### config.mk
export PLATFORM = sky130hd
export DESIGN_NAME = quantize_pipe
export DESIGN_NICKNAME = d
export VERILOG_FILES = /design/src/rtl/quantize_pipe.sv
export SDC_FILE = /design/constraint.sdc
export NUM_CORES = 1
export LEC_CHECK = 0
export ABC_AREA = 1
export CORE_MARGIN = 3
export CORE_UTILIZATION = 55
export CTS_CLUSTER_SIZE = 16
export DETAILED_ROUTE_END_ITERATION = 6
export PLACE_DENSITY = 0.81
export SETUP_SLACK_MARGIN = 0.02
export SLEW_MARGIN = 15
export SYNTH_ARGS = -nofsm -noshare
export SYNTH_HDL_FRONTEND = slang
export SYNTH_SLANG_ARGS = --single-unit
### constraint.sdc
create_clock -name clk -period 10.8 [get_ports clk]
set_input_delay 1.08 -clock clk [delete_from_list [all_inputs] [get_ports clk]]
set_output_delay 1.08 -clock clk [all_outputs]
set_load 0.05 [all_outputs]
### src/rtl/quantize_pipe.sv
// Multi-lane requantizer: round, arithmetic right shift and clamp of signed
// accumulator lanes in a 2-stage valid/ready pipeline with a per-layer config bank.
module quantize_pipe #(
  parameter int IN_WIDTH    = 23,
  parameter int OUT_WIDTH   = 8,
  parameter int LANES       = 4,
  parameter int SHIFT_WIDTH = 5
) (
  input  logic                         clk,
  input  logic                         srstn,
  input  logic                         cfg_load,
  input  logic [SHIFT_WIDTH-1:0]       cfg_shift,
  input  logic                         cfg_round,
  input  logic                         cfg_relu,
  input  logic                         in_valid,
  output logic                         in_ready,
  input  logic [LANES*IN_WIDTH-1:0]    in_data,
  output logic                         out_valid,
  input  logic                         out_ready,
  output logic [LANES*OUT_WIDTH-1:0]   out_data,
  output logic                         busy,
  output logic [15:0]                  sat_count
);

  localparam int ACC_W = IN_WIDTH + 1;
  localparam logic signed [ACC_W-1:0] POS_MAX = ACC_W'((2 ** (OUT_WIDTH - 1)) - 1);
  localparam logic signed [ACC_W-1:0] NEG_MIN = ACC_W'(-(2 ** (OUT_WIDTH - 1)));

  // Shifts of IN_WIDTH or more leave only the sign; with rounding the half-LSB
  // addend always lifts the sum into [0, 2^shift), so the result is 0.
  function automatic logic signed [ACC_W-1:0] shift_round(
    input logic signed [IN_WIDTH-1:0] x,
    input logic [SHIFT_WIDTH-1:0]     sh,
    input logic                       rnd
  );
    logic signed [ACC_W-1:0] ext_v;
    logic signed [ACC_W-1:0] half_v;
    logic signed [ACC_W-1:0] sum_v;
    ext_v  = {x[IN_WIDTH-1], x};
    half_v = {ACC_W{1'b0}};
    sum_v  = {ACC_W{1'b0}};
    if (int'(sh) >= IN_WIDTH) begin
      shift_round = rnd ? {ACC_W{1'b0}} : {ACC_W{x[IN_WIDTH-1]}};
    end else begin
      if (rnd && (sh != {SHIFT_WIDTH{1'b0}})) begin
        half_v = {{(ACC_W-1){1'b0}}, 1'b1} << (sh - {{(SHIFT_WIDTH-1){1'b0}}, 1'b1});
      end else begin
        half_v = {ACC_W{1'b0}};
      end
      sum_v       = ext_v + half_v;
      shift_round = sum_v >>> sh;
    end
  endfunction

  // Returns {saturated, value}.
  function automatic logic [OUT_WIDTH:0] clamp_lane(
    input logic signed [ACC_W-1:0] v,
    input logic                    neg,
    input logic                    relu
  );
    if (relu && neg) begin
      clamp_lane = {1'b0, {OUT_WIDTH{1'b0}}};
    end else if (v > POS_MAX) begin
      clamp_lane = {1'b1, POS_MAX[OUT_WIDTH-1:0]};
    end else if (!relu && (v < NEG_MIN)) begin
      clamp_lane = {1'b1, NEG_MIN[OUT_WIDTH-1:0]};
    end else begin
      clamp_lane = {1'b0, v[OUT_WIDTH-1:0]};
    end
  endfunction

  logic [SHIFT_WIDTH-1:0]  cfg_shift_r;
  logic                    cfg_round_r;
  logic                    cfg_relu_r;
  logic                    s1_valid_r;
  logic signed [ACC_W-1:0] s1_data_r [LANES];
  logic [LANES-1:0]        s1_neg_r;
  logic                    out_valid_r;
  logic [LANES*OUT_WIDTH-1:0] out_data_r;
  logic [15:0]             sat_count_r;

  logic                    s2_adv_s;
  logic                    s1_adv_s;
  logic                    cfg_accept_s;
  logic signed [ACC_W-1:0] s1_next_s [LANES];
  logic [LANES*OUT_WIDTH-1:0] clamp_data_s;
  logic [16:0]             sat_sum_s;
  logic [15:0]             sat_next_s;

  assign s2_adv_s     = !out_valid_r || out_ready;
  assign s1_adv_s     = !s1_valid_r || s2_adv_s;
  assign cfg_accept_s = cfg_load && !busy && !in_valid;

  assign in_ready  = s1_adv_s;
  assign busy      = s1_valid_r || out_valid_r;
  assign out_valid = out_valid_r;
  assign out_data  = out_data_r;
  assign sat_count = sat_count_r;

  // Per-lane datapath of both stages plus the saturation counter update.
  always_comb begin
    logic [OUT_WIDTH:0] lane_v;
    clamp_data_s = {(LANES*OUT_WIDTH){1'b0}};
    sat_sum_s    = {1'b0, sat_count_r};
    for (int i = 0; i < LANES; i++) begin
      s1_next_s[i] = shift_round(in_data[i*IN_WIDTH +: IN_WIDTH], cfg_shift_r, cfg_round_r);
      lane_v = clamp_lane(s1_data_r[i], s1_neg_r[i], cfg_relu_r);
      clamp_data_s[i*OUT_WIDTH +: OUT_WIDTH] = lane_v[OUT_WIDTH-1:0];
      sat_sum_s = sat_sum_s + {16'd0, lane_v[OUT_WIDTH]};
    end
    if (cfg_accept_s) begin
      sat_next_s = 16'd0;
    end else if (s2_adv_s && s1_valid_r) begin
      sat_next_s = sat_sum_s[16] ? 16'hFFFF : sat_sum_s[15:0];
    end else begin
      sat_next_s = sat_count_r;
    end
  end

  // Config bank and saturation counter.
  always_ff @(posedge clk) begin
    if (!srstn) begin
      cfg_shift_r <= SHIFT_WIDTH'(6);
      cfg_round_r <= 1'b1;
      cfg_relu_r  <= 1'b1;
      sat_count_r <= 16'd0;
    end else begin
      if (cfg_accept_s) begin
        cfg_shift_r <= cfg_shift;
        cfg_round_r <= cfg_round;
        cfg_relu_r  <= cfg_relu;
      end
      sat_count_r <= sat_next_s;
    end
  end

  // Pipeline stage registers; data only moves with a valid beat.
  always_ff @(posedge clk) begin
    if (!srstn) begin
      s1_valid_r  <= 1'b0;
      s1_neg_r    <= {LANES{1'b0}};
      out_valid_r <= 1'b0;
      out_data_r  <= {(LANES*OUT_WIDTH){1'b0}};
      for (int i = 0; i < LANES; i++) begin
        s1_data_r[i] <= {ACC_W{1'b0}};
      end
    end else begin
      if (s1_adv_s) begin
        s1_valid_r <= in_valid;
        if (in_valid) begin
          for (int i = 0; i < LANES; i++) begin
            s1_data_r[i] <= s1_next_s[i];
            s1_neg_r[i]  <= s1_next_s[i][ACC_W-1];
          end
        end
      end
      if (s2_adv_s) begin
        out_valid_r <= s1_valid_r;
        if (s1_valid_r) begin
          out_data_r <= clamp_data_s;
        end
      end
    end
  end

endmodule
==> metrics.csv, run 1 <==
metric,value,unit
crit_family,simple AND/OR/NAND/NOR gates,
finalSetupViolations,0,
nNetsFinal,3124,
ant_nets,0,
dp_hpwl,53900,um
cts_inserted_buffers,17,
endpoint_kind,flop,
synth_edf_count,96,
hold_buffers,0,
synthFlopType,edfxtp_1,
crit_top_cell,nand2_1,
cts_tree,yes,
crit_path_start_kind,flop,
clkTransAtPathRegs,0.07,ns
cts_resized,0,
ff2ff_setup_slack,4.73,ns
viasPerCell,6.36,
worst_pin_slew,1.21,ns
worstSkewPairLatency,0.44,ns
synthToLayoutAreaGrowth,13.2,%
htreeDepth,4,
ios,155,
yosys_register_bits,157,
rsz0062_at_grt,false,
dieHeight,185,um
gp_congestion,1.07,
slowest_delay,0.93,ns
vias,21200,
antenna_found_initial,0,
setup_tns,0,ns
crit_fanout,88,
leakagePower,9.32,nW
syn_area,17600,sq um
drive_gt1_share,5.41,%
overflow,0,
ys_top_cells_by_area,"nand3_1 (17%), nand2_1 (17%), edfxtp_1 (16%)",
drt_first_pass_iters,6,
cp.required,10.94,ns
fmax,0.165,GHz
cellPowerDensity,110,nW/um^2
portBuffers,154,
hold_class,flop to flop,
post_cts_buffers,0,
place_area,19300,sq um
final_area,19900,sq um
synthDistinctLibCells,58,
async_reset_ff_share,0,%
cts-root-buf,clkbuf_16,
ys_seq_area_share,23.3,%
grt_start_max_net_pins,97,
run_status,completed,
p_total,2.19,mW
grt_pass1_wl,108000,um
diodes,0,
timing_hold_violations_final,0,
fin_worst_skew,0.0110,ns
die_area,34200,sq um
synth_top_area_share,16.7,%
clock_path_buffers,2,
syn_nets,3042,
final_cell_mix,"nand2_1 (772), nand3_1 (584), a21oi_1 (265)",
vdd_ir_drop_max,0.124,mV
synth.avg_cell_area,6.18,sq um
initial_core_util,56.6,%
slew_headroom,19.0,%
core_area,31100,sq um
row_count,64,
slowest_stage,nor2_1,
grt_usage,40.1,%
drv_slew,0,
fin_crit,6.07,ns
ys.warnings.count,0,
wl,69700,um
critical_path.n_buffers_inverters,4,
period_share,56.2,%
die_w,185,um
crit_type,flop to flop,
layout.cells.most_common,nand2_1,
routedWlPerCell,20.9,um
clock-sinks,157,
first_iter_violations,3053,
grt_pass1_vias,19900,
synth_area_leader_cell,nand3_1,
critical_path_arrival,6.21,ns
drv_cap,0,
drc,0,
synthCells,2844,
-- cells in the mapped netlist (all sizes together) (3+ instances only) --
master  instances
nand2         826
nand3         598
a21oi         267
inv           261
nor2          169
edfxtp         96
o21ai          93
ha             91
buf            68
dfxtp          61
clkbuf         46
nand4          43
nor3           34
xnor2          24
nor4           23
o211ai         23
xor2           19
a31oi          14
nand3b         14
o21a           14
a21o           10
or2            10
a211oi          4
a31o            4
and2            4
o221ai          4
a221oi          3
fa              3
mux2i           3
o211a           3
-- worst min-delay path, delay by kind of cell, from the launching register on --
family	cells	cell delay, ns
AO/OA/AOI/OAI	1	0.06
flip-flops	1	0.31
AND/OR/NAND/NOR	1	0.06
-- registers in the layout, summed over array words and instances, names as in the netlist --
| name | flops |
|---|---|
| s1_data_r | 96 |
| out_data | 32 |
| sat_count | 16 |
| cfg_shift_r | 5 |
| s1_neg_r | 4 |
| cfg_relu_r | 1 |
| cfg_round_r | 1 |
| out_valid | 1 |
| s1_valid_r | 1 |
-- final timing paths --
| kind | startpoint | to | depth (start not counted) |
|---|---|---|---|
| worst min-delay path | out_data[6] | out_data[6] | 2 |
| worst max-delay path | cfg_shift_r[0] | s1_data_r[1][3] | 27 |
| worst min register to register | out_data[6] | out_data[6] | 2 |
| worst max register to register | cfg_shift_r[0] | s1_data_r[1][3] | 27 |
-- area by class of cell --
cell class	count	area, sq um
Inverter	262	986
Timing Repair Buffer	177	1720
Multi-Input combinational cell	2311	12000
Tap cell	396	495
Clock buffer	17	425
Sequential cell	157	4110
Fill cell	2821	11200
Clock inverter	15	133
-- cells by family (layout without fill, tap and decap cells) --
group	Yosys count	after routing	synth area share [%]
and+or+nand+nor	1721	1721	44.8
AOI/OAI and AO/OA	450	450	14.2
buffers and inverters	376	471	8.55
DFF	157	157	23.3
adders and majority gates	94	94	6.82
xor gates and xnor gates	43	43	2.14
muxes	3	3	0.171
-- layer usage --
layer	wire [um]	GRT usage (%)	up-vias
met5	0	0	-
met3	8010	8.72	278
met4	4130	20.2	0
met2	30900	64.7	1446
met1	26600	50.9	9578
li1	-	-	9912
-- per-stage QoR --
stage / hold slack, ns / instances / setup WS [ns] / utilization, %
2_1_floorplan: 0.460 / 2844 / 6.41 / -
3_3_place_gp: 0.452 / 3303 / 4.86 / 62.2
3_5_place_dp: 0.456 / 3303 / 5.02 / 62.2
4_1_cts: 0.465 / 3335 / 4.99 / 64.0
5_1_grt: 0.491 / 3335 / 4.41 / 64.0
6_report: 0.465 / 3335 / 4.73 / 64.0
-- report_power, final --
group	internal (mW)	switching (mW)	total, mW
clock network	0.303	0.280	0.583
registers	0.694	0.0332	0.727
logic	0.279	0.601	0.880
total	1.28	0.913	2.19
Power figures use the tool's default switching activity.
==> inputs of run 2 (changes only) <==
Settings changed: PLACE_DENSITY 0.81 to 0.84.
Clock period 10.8 ns to 5.35 ns, I/O delays scaled along.
==> metrics.csv, run 2 (synthesis results as in run 1) <==
metric,value,unit
run_status,completed,
cts_inserted_buffers,17,
crit_family,simple AND/OR/NAND/NOR gates,
cp.required,5.50,ns
multi_input_comb_area,12000,sq um
post_cts_buffers,0,
clock_path_buffers,2,
rr_startpoint,cfg_shift_r[0],
period_share,95.0,%
die_w,185,um
grt_start_max_net_pins,86,
final.fill_count,2924,
drv_slew,0,
vdd_ir_drop_max,0.262,mV
diodes,0,
worst_hold_slack,0.468,ns
overflow,0,
register_area,4110,sq um
cellPowerDensity,219,nW/um^2
dieHeight,185,um
worst_pin_slew,1.12,ns
slew_headroom,25.3,%
wl,65800,um
viasPerCell,6.27,
htreeDepth,4,
synthToLayoutAreaGrowth,14.2,%
layout.cells.most_common,nand2_1,
finalSetupViolations,0,
fin_crit,5.08,ns
grt_pass1_wl,104000,um
crit_type,flop to flop,
drv_cap,0,
cts-root-buf,clkbuf_16,
drt_first_pass_iters,7,
initial_core_util,56.6,%
final_area,20100,sq um
worst_setup_path_startpoint,cfg_shift_r[0],
crit_fanout,85,
slowest_stage,buf_4,
drive_gt1_share,6.21,%
critical_path.n_buffers_inverters,5,
critical_path_arrival,5.23,ns
grt_usage,38.0,%
nNetsFinal,3146,
die_area,34200,sq um
ios,155,
grtUsageMet1,47.7,%
first_iter_violations,2797,
timing_hold_violations_final,0,
vias,21100,
ant_nets,0,
core_area,31100,sq um
largest_register_ffs,96,
clkTransAtPathRegs,0.07,ns
cts_tree,yes,
worstSkewPairLatency,0.43,ns
drc,0,
crit_path_start_kind,flop,
p_total,4.39,mW
gp_congestion,1.09,
crit_chain,buf_4 -> inv_2 -> buf_4 -> nand4_1 -> nor2_1 -> buf_4 -> ha_1 -> nand2_1 -> o21ai_0 -> inv_1 -> o21ai_0 -> a211oi_1 -> a21o_1 -> nand3_1 -> nand2_1 -> nand2_1 -> nand3_1 -> nand2_1 -> nand2_1 -> nand2_1 -> nand2_1 -> nand3_1 -> nand2_1 -> a21oi_1,
final_cell_mix,"nand2_1 (772), nand3_1 (584), a21oi_1 (265)",
routedWlPerCell,19.6,um
grt_pass1_vias,20100,
clock-sinks,157,
hold_class,flop to flop,
grtUsageMet3,6.17,%
portBuffers,154,
globalRouteMet2Util,63.7,%
crit_top_cell,nand2_1,
slowest_delay,0.71,ns
fin_worst_skew,0.00894,ns
grt-busiest-layer,met2,
holdCritStartpoint,out_data[22],
fmax,0.197,GHz
row_count,64,
antenna_found_initial,0,
endpoint_kind,flop,
leakagePower,9.44,nW
place_area,19500,sq um
dp_hpwl,51400,um
top_register,s1_data_r,
[run 2: cell type report]
cell class,instances,area share (%)
Sequential cell,157,20.5
Clock buffer,17,2.12
Multi-Input combinational cell,2311,59.9
Timing Repair Buffer,199,9.36
Inverter,262,4.91
Clock inverter,15,0.760
Tap cell,396,2.47
[run 2: what timing repair did]
item / in CTS / in global routing
hold buffers: 0 / 0
gates resized for setup: 0 / 5
endpoints found under the setup margin: 0 / 4
[run 2: layer usage]
metal,vias up,routed length (um)
met5,-,0
met1,9634,25900
met4,0,3730
met3,255,5860
met2,1220,30300
li1,9954,-
[run 2: path summary, 6_finish.rpt]
path | to | slack [ns] | depth (start not counted)
max reg2reg | s1_data_r[1][3] | 0.27 | 24
min | out_data[22] | 0.47 | 2
min reg2reg | out_data[22] | 0.47 | 2
max | s1_data_r[1][3] | 0.27 | 24
[run 2: through the flow]
stage          TNS [ns]  setup slack, ns  std cells  utilization [%]
6_report              0            0.269       3357             64.6
5_1_grt         -0.0183          -0.0116       3357             64.6
4_1_cts               0            0.408       3357             64.6
3_5_place_dp          0            0.452       3325             62.7
3_3_place_gp          0            0.507       3325             62.7
2_1_floorplan         0             1.21       2844                -
[run 2: report_power, final]
group	internal [mW]	switching, mW	leakage [nW]
Clock	0.655	0.526	0.278
Combinational	0.572	1.18	7.60
Sequential	1.40	0.0619	1.56
[run 2: worst register-to-register path, cell delays in order, from the launching register on]
cell,delay [ns]
dfxtp_2,0.36
buf_4,0.30
inv_2,0.14
buf_4,0.71
nand4_1,0.24
nor2_1,0.28
buf_4,0.24
ha_1,0.29
nand2_1,0.13
o21ai_0,0.10
inv_1,0.13
o21ai_0,0.12
a211oi_1,0.49
a21o_1,0.24
nand3_1,0.11
nand2_1,0.12
nand2_1,0.06
nand3_1,0.13
nand2_1,0.10
nand2_1,0.07
nand2_1,0.08
nand2_1,0.07
nand3_1,0.10
nand2_1,0.10
a21oi_1,0.09
